<file path="config.mk">
export PLATFORM = sky130hd
export DESIGN_NAME = divider_ctrl
export DESIGN_NICKNAME = d
export VERILOG_FILES = /design/src/rtl/divider_pkg.sv /design/src/rtl/divider_core.sv /design/src/rtl/divider_ctrl.sv
export SDC_FILE = /design/constraint.sdc
export NUM_CORES = 1
export LEC_CHECK = 0
export CAP_MARGIN = 20
export CELL_PAD_IN_SITES_DETAIL_PLACEMENT = 0
export CELL_PAD_IN_SITES_GLOBAL_PLACEMENT = 1
export CORE_MARGIN = 5
export CORE_UTILIZATION = 40
export CTS_CLUSTER_DIAMETER = 30
export DETAILED_ROUTE_END_ITERATION = 10
export PLACE_DENSITY = 0.8
export SLEW_MARGIN = 15
export SYNTH_ARGS = -nofsm -noshare
export SYNTH_HDL_FRONTEND = slang
export SYNTH_SLANG_ARGS = --single-unit
export TNS_END_PERCENT = 5
</file>
<file path="constraint.sdc">
create_clock -name sys_clk -period 2.66 [get_ports sys_clk]
set_clock_uncertainty 0.15 [all_clocks]
set_input_delay 0.532 -clock sys_clk [delete_from_list [all_inputs] [get_ports sys_clk]]
set_output_delay 0.532 -clock sys_clk [all_outputs]
set_load 0.05 [all_outputs]
</file>
<file path="src/rtl/divider_pkg.sv">
// Shared types and helpers for the even-ratio clock divider controller.
package divider_pkg;

  localparam int unsigned RATIO_W_DEFAULT = 8;
  localparam int unsigned MIN_RATIO       = 2;

  typedef enum logic [1:0] {StIdle, StRun, StPend, StDrain} state_e;

  function automatic logic ratio_legal(input logic [31:0] ratio);
    return (ratio[0] == 1'b0) && (ratio >= MIN_RATIO);
  endfunction

endpackage

</file>
<file path="src/rtl/divider_core.sv">
// Half-period counter producing the divided clock, its rising tick and the period-end strobe.
module divider_core #(
  parameter int unsigned HALF_W       = 7,
  parameter int unsigned DEFAULT_HALF = 3
) (
  input  logic              sys_clk,
  input  logic              sys_rst_n,
  input  logic              run,
  input  logic              restart,
  input  logic              load,
  input  logic [HALF_W-1:0] load_half,
  output logic              clk_out,
  output logic              div_tick,
  output logic              period_end
);

  logic [HALF_W-1:0] half_q;
  logic [HALF_W-1:0] cnt_q;
  logic              clk_q;
  logic              tick_q;
  logic              wrap;

  assign wrap       = run && (cnt_q == (half_q - HALF_W'(1)));
  // The 1->0 toggle closes a full output period.
  assign period_end = wrap && clk_q;
  assign clk_out    = clk_q;
  assign div_tick   = tick_q;

  always_ff @(posedge sys_clk or negedge sys_rst_n) begin
    if (!sys_rst_n) begin
      half_q <= HALF_W'(DEFAULT_HALF);
      cnt_q  <= '0;
      clk_q  <= 1'b0;
      tick_q <= 1'b0;
    end else begin
      if (load) begin
        half_q <= load_half;
      end
      if (restart || !run) begin
        cnt_q  <= '0;
        clk_q  <= 1'b0;
        tick_q <= 1'b0;
      end else if (wrap) begin
        cnt_q  <= '0;
        clk_q  <= ~clk_q;
        tick_q <= ~clk_q;
      end else begin
        cnt_q  <= cnt_q + HALF_W'(1);
        tick_q <= 1'b0;
      end
    end
  end

endmodule

</file>
<file path="src/rtl/divider_ctrl.sv">
// Ratio-change handshake, legality check and run/stop sequencing for the clock divider.
module divider_ctrl
  import divider_pkg::*;
#(
  parameter int unsigned RATIO_W       = RATIO_W_DEFAULT,
  parameter int unsigned DEFAULT_RATIO = 6
) (
  input  logic               sys_clk,
  input  logic               sys_rst_n,
  input  logic               en,
  input  logic               cfg_valid,
  input  logic [RATIO_W-1:0] cfg_ratio,
  output logic               cfg_ready,
  output logic               cfg_err,
  output logic               clk_out,
  output logic               div_tick,
  output logic               busy
);

  localparam int unsigned HalfW = RATIO_W - 1;

  state_e           state_q, state_d;
  logic [HalfW-1:0] pend_half_q, pend_half_d;
  logic [HalfW-1:0] load_half;
  logic             has_pend_q, has_pend_d;
  logic             err_q, err_d;
  logic             accept, accept_legal;
  logic             load, period_end;

  assign accept       = cfg_valid && cfg_ready;
  assign accept_legal = accept && ratio_legal(32'(cfg_ratio));
  assign cfg_ready    = ~has_pend_q;
  assign cfg_err      = err_q;
  assign busy         = (state_q != StIdle);

  always_comb begin
    state_d     = state_q;
    pend_half_d = pend_half_q;
    has_pend_d  = has_pend_q;
    load        = 1'b0;
    load_half   = pend_half_q;
    err_d       = accept && !accept_legal;

    if (state_q == StIdle) begin
      if (accept_legal) begin
        load      = 1'b1;
        load_half = cfg_ratio[RATIO_W-1:1];
      end
      if (en) begin
        state_d = StRun;
      end
    end else begin
      if (accept_legal) begin
        pend_half_d = cfg_ratio[RATIO_W-1:1];
        has_pend_d  = 1'b1;
      end
      // A new ratio only ever takes effect on a period boundary.
      if (period_end) begin
        if (has_pend_q) begin
          load       = 1'b1;
          has_pend_d = 1'b0;
        end else if (accept_legal && (state_q == StDrain)) begin
          load       = 1'b1;
          load_half  = cfg_ratio[RATIO_W-1:1];
          has_pend_d = 1'b0;
        end
      end
      unique case (state_q)
        StRun: begin
          if (!en) state_d = StDrain;
          else if (has_pend_d) state_d = StPend;
        end
        StPend: begin
          if (!en) state_d = StDrain;
          else if (!has_pend_d) state_d = StRun;
        end
        StDrain: begin
          if (period_end) state_d = en ? StRun : StIdle;
          else if (en) state_d = has_pend_d ? StPend : StRun;
        end
        default: ;
      endcase
    end
  end

  always_ff @(posedge sys_clk or negedge sys_rst_n) begin
    if (!sys_rst_n) begin
      state_q     <= StIdle;
      pend_half_q <= '0;
      has_pend_q  <= 1'b0;
      err_q       <= 1'b0;
    end else begin
      state_q     <= state_d;
      pend_half_q <= pend_half_d;
      has_pend_q  <= has_pend_d;
      err_q       <= err_d;
    end
  end

  divider_core #(
    .HALF_W       (HalfW),
    .DEFAULT_HALF (DEFAULT_RATIO / 2)
  ) u_core (
    .sys_clk    (sys_clk),
    .sys_rst_n  (sys_rst_n),
    .run        (busy),
    .restart    (!busy),
    .load       (load),
    .load_half  (load_half),
    .clk_out    (clk_out),
    .div_tick   (div_tick),
    .period_end (period_end)
  );

endmodule

</file>
# Yosys cells after proc, flatten, opt, wreduce, memory -nomap -nowiden
# Cells that the tools add are included.
# classes
div_mod_pow,0
multipliers,0
add_sub_neg,2
mux,32
shift,0
eq_ne,9
n_reduce_logical,12
order_cmp,1
bitwise_logic,3
# ops
operator,count
7-bit two-way mux,7
2-bit two-way mux,9
1-bit two-way mux,15
"8-bit by 2-bit greater-or-equal comparator with 1-bit output, second input constant",1
"4-bit inequality test, second input constant",2
"7-bit by 1-bit adder with 7-bit output, second input constant",1
7-bit equality test,1
1-bit logical AND,7
"7-bit by 1-bit subtractor with 7-bit output, second input constant",1
2-bit case mux with 3 select lines,1
5-bit AND reduction,1
"2-bit equality test, second input constant",2
"2-bit inequality test, second input constant",2
4-bit nonzero test,1
"3-bit inequality test, second input constant",1
1-bit inverter,3
"2-bit by 1-bit equality test with 1-bit output, second input constant",1
2-bit zero test,1
2-bit nonzero test,1
1-bit zero test,1
# totals
mem_count,0
out_inout_bits,5
latch_bits,0
romBits,0
ff_bits,27
mem_bits_rw,0
in_bits,12

# Logic depth before layout (Yosys ltp)
# logic_depth
ltp_word,13
depth_mapped,10

# By module
# Synthesis repeated with hierarchy kept, for this count alone.
# unflattened
cells_unflattened,142
hier_area_um2,1577.8
# by_module_without_submodules
mod,instances,cells_per_inst,area_per_inst_um2
divider_core,1,87,919.6
divider_ctrl,1,55,658.1

# Worst setup path before layout
# OpenSTA, ideal clock, no wires.
# synth_timing
path_kind,register to register
startpoint,reg u_core.half_q[0]
endpoint,reg u_core.half_q[4]
n_path_buf,2
arrival_ps,2189
setup_slack_ps,200
path_stages_with_launch,11
setup_ps,121
required_ps,2389
cell_sequence,dfstp_2 > inv_1 > ha_1 > nor4b_2 > a21oi_1 > and4b_1 > buf_6 > a41o_4 > buf_6 > a31o_1 > o22a_1
# synth_via
elab_chain_len,6
word_cells_on_any_way,8
# synth_rtl
item,line,text
from (decl),divider_core.sv:17,logic [HALF_W-1:0] half_q;
from (signal assigned),divider_core.sv:31,half_q <= HALF_W'(DEFAULT_HALF);
from (signal assigned),divider_core.sv:37,half_q <= load_half;
7-bit by 1-bit subtractor with 7-bit output (*),divider_core.sv:23,assign wrap = run && (cnt_q == (half_q - HALF_W'(1)));
7-bit equality test (*),divider_core.sv:23,
1-bit logical AND (*),divider_core.sv:23,
1-bit logical AND (*),divider_core.sv:25,assign period_end = wrap && clk_q;
7-bit two-way mux or 1-bit two-way mux (tied branches),divider_ctrl.sv:58,if (period_end) begin
7-bit two-way mux or 1-bit two-way mux (tied branches),divider_ctrl.sv:44,if (state_q == StIdle) begin
# Mark *: on every way between the ends. The rest lies on a longest branch, timed or not.
# A chain may end at the register's enable or synchronous reset.

# Worst setup path in the final report
# layout_timing
startpoint,reg u_core.half_q[0]
endpoint,reg u_core.half_q[0]
# The elaborated chain is that of the path after synthesis.

==> results.cfg <==
[route]
wl_per_cell_um = 14.1
first_pass_iters = 4
drc = 0
vias = 1201
drt-total-wl_mm = 3.13
ant_nets = 0
dr.first_iter.drc_count = 45
vias_per_cell = 5.41

[hold_path]
hold_path.class = reg2reg
min_from = u_core.cnt_q[0]

[setup_path]
path_class = reg2reg
crit_buf_inv = 1
critPathRequiredTime_ps = 2720
worstPathArrival_ps = 2580
crit_start = u_core.half_q[0]
path_delay_family = compound AO/OA/AOI/OAI gates
worst-path-max-fanout = 15
reg2reg_slack_ps = 140
regToRegStartpoint = u_core.half_q[0]
critPathMaxStageDelay_ps = 570
cp-end-kind = flop
crit_chain = inv_1 -> ha_1 -> xnor2_1 -> a211oi_1 -> and4b_2 -> a41o_4 -> a31o_2 -> a2bb2oi_1
crit_path_start_kind = flop
slowest_stage = dfstp_2

[placement]
port_buffers = 16
dp.cells = 218
dp_hpwl_mm = 2.50
post-place-ws_ps = -174
gp_congestion = 0.809

[final_layout]
multi_input_comb_area_sq_um = 827
seq_area_sq_um = 678
antenna_cells = 0
drive_gt1_share_pct = 23.6
final_nets = 189
areaGrowthSynthToFinish_pct = 21.1
final_cells = 222
fill_cells = 349

[global_routing]
track_usage_pct = 12.8
grt_max_degree = 28
grt_pass1_wl_mm = 5.38
grt_antenna_before_repair = 0
overflow = 0
grt_pass1_vias = 1199

[clock_network]
numCtsBuffers = 3
clkTransAtPathRegs_ps = 100
cts_root_buf = clkbuf_8
cts_tree = yes
cts_setup_buffers = 0
htree_levels = 1
cts_hold_buf = 0
clock_latency_ps = 280
clock_path_buffers = 2
clock_sinks = 27

[synth]
syn_inst = 146
synth_flop_cell = dfrtp_1
syn_area_sq_um = 1560
synth.yosys.seq_area_share_pct = 43.4
yosysTopAreaCell = dfrtp_1
async_flop_share_pct = 100
synth_commonest_cells = 25 x dfrtp_1, 13 x nor2_1, 10 x xnor2_1, 9 x inv_1, 7 x mux2_2
ys_seq_elements = 27
synth.avg_cell_area_sq_um = 10.7
post-synth-top-count-cell = dfrtp_1
synth.yosys.warnings = 0
yosysTopAreaCellShare_pct = 40.0
synth_edf_count = 0
yosys-top-cells-area = dfrtp_1 40%, xnor2_1 5.6%, mux2_2 5.0%
synth_nets = 160
synth_cell_types = 43

[floorplan]
rows = 22
core_sq_um = 3720
fp.dieH_um = 72.5
start_util_pct = 42.1
io_pins = 17
die_w_um = 72.5
dieArea_sq_um = 5260

[pwr]
peakVddDrop_v = 0.000372
pwr-share-seq_pct = 42.1
power_w = 0.00182
clockPowerShare_pct = 13.6
internal_power_w = 0.00111
switchingPower_w = 0.000703
power_density_nw_per_um2 = 959
combPwrFrac_pct = 44.3
swShare_pct = 38.7
leakage_nw = 0.801

[sta]
final.setup.tns_ps = 0
min_period_ps = 2520
rsz0062_at_grt = false
maxSlewViolCount = 0
worst_pin_slew_ps = 831
max_freq_mhz = 396
slew_headroom_pct = 44.5
layout_setup_ws_ps = 137
timing.hold.ws_ps = 362
finalHoldViolCount = 0
finalSetupViolCount = 0
finalCritPeriodShare_pct = 94.8

[flow_run]
max_cap_viol_count = 0

[outcome]
outcome = finished clean
-- worst register-to-register path, cell delays in order (launching register included) --
cell	delay, ps
dfstp_2	570
inv_1	70
ha_1	310
xnor2_1	130
a211oi_1	190
and4b_2	360
a41o_4	310
a31o_2	180
a2bb2oi_1	190
-- per-stage QoR --
stage	instance area, sq um	util, %
floorplan	1560	-
global placement	1840	49.5
detailed placement	1840	49.5
CTS	1890	50.9
global route	1890	51.0
finish	1890	51.0
-- state kept, by name, indices dropped and copies added (netlist names) --
name and count:
pend_half_q 7, u_core.cnt_q 7, u_core.half_q 7, state_q 2, cfg_err 1, has_pend_q 1
u_core.clk_out 1, u_core.div_tick 1
-- layout make-up --
| type | count | share of cell area, % |
|---|---|---|
| clock buffer | 3 | 2.18 |
| clock inverter | 1 | 0.462 |
| inverter | 9 | 1.78 |
| multi-input combinational | 107 | 43.7 |
| sequential | 27 | 35.8 |
| tap | 48 | 3.17 |
| timing repair buffer | 27 | 12.9 |
-- cells in the final DEF, fill, tap and decap left out, drive strengths merged --
cell / netlist / layout
a22oi: 1 / 1
and4b: 1 / 1
dfrtp: 25 / 25
a21boi: 7 / 7
ha: 2 / 2
xnor2: 10 / 10
a211oi: 2 / 2
a41o: 1 / 1
o21ai: 3 / 3
nand4bb: 1 / 1
a2bb2oi: 3 / 3
nor2b: 3 / 3
and3b: 1 / 1
mux2: 7 / 7
or4: 1 / 1
nor2: 14 / 14
xor2: 4 / 4
o2111ai: 1 / 1
a21oi: 6 / 6
nand2: 5 / 5
o211ai: 1 / 1
a31o: 8 / 8
clkbuf: 1 / 3
a21bo: 1 / 1
inv: 9 / 10
nor3: 2 / 2
dfstp: 2 / 2
nand3b: 3 / 3
and3: 2 / 2
clkdlybuf4s50: 0 / 15
nor4b: 1 / 1
and2: 2 / 2
a31oi: 2 / 2
or3: 1 / 1
dlymetal6s2s: 0 / 1
o21a: 1 / 1
buf: 2 / 11
o311a: 1 / 1
nand3: 5 / 5
o22a: 4 / 4
-- power groups by stage --
| stage | registers [W] | logic, W | clock network, W |
|---|---|---|---|
| after global routing | 0.000796 | 0.000880 | 0.000268 |
| after detailed placement | 0.000777 | 0.000807 | 0 |
| after floorplan | 0.000755 | 0.000634 | 0 |
| final | 0.000765 | 0.000804 | 0.000247 |
| after global placement | 0.000764 | 0.000787 | 0 |
| after CTS | 0.000768 | 0.000811 | 0.000257 |
-- what timing repair did --
item | CTS | global route
hold endpoints to repair | 0 | 0
endpoints found under the setup margin | 0 | 8
gates resized for setup | 0 | 2
-- worst paths after layout --
check,depth (start not counted),end
max,8,u_core.half_q[0]
min,1,u_core.cnt_q[0]
max reg2reg,8,u_core.half_q[0]
min reg2reg,1,u_core.cnt_q[0]
max in group asynchronous,2,u_core.half_q[1]
min in group asynchronous,2,u_core.half_q[5]
-- logic make-up (layout without fill, tap and decap cells) --
| group | count (synthesis) | after routing | synth area share [%] |
|---|---|---|---|
| AO/OA/AOI/OAI | 42 | 42 | 22.6 |
| XOR/XNOR | 14 | 14 | 7.84 |
| adder cells (fa/ha/maj) | 2 | 2 | 1.60 |
| buffers and inverters | 12 | 40 | 3.84 |
| flip-flops | 27 | 27 | 43.4 |
| multiplexers | 7 | 7 | 5.04 |
| AND/OR/NAND/NOR | 42 | 42 | 15.7 |
-- per-layer routing --
metal,share of wire (%),vias to the layer above,GRT usage [%]
met5,0,-,0
met4,0.54,0,1.84
met3,4.6,2,3.32
met2,48,27,22.0
met1,47,579,16.5
li1,-,593,-
Power figures use the tool's default switching activity.
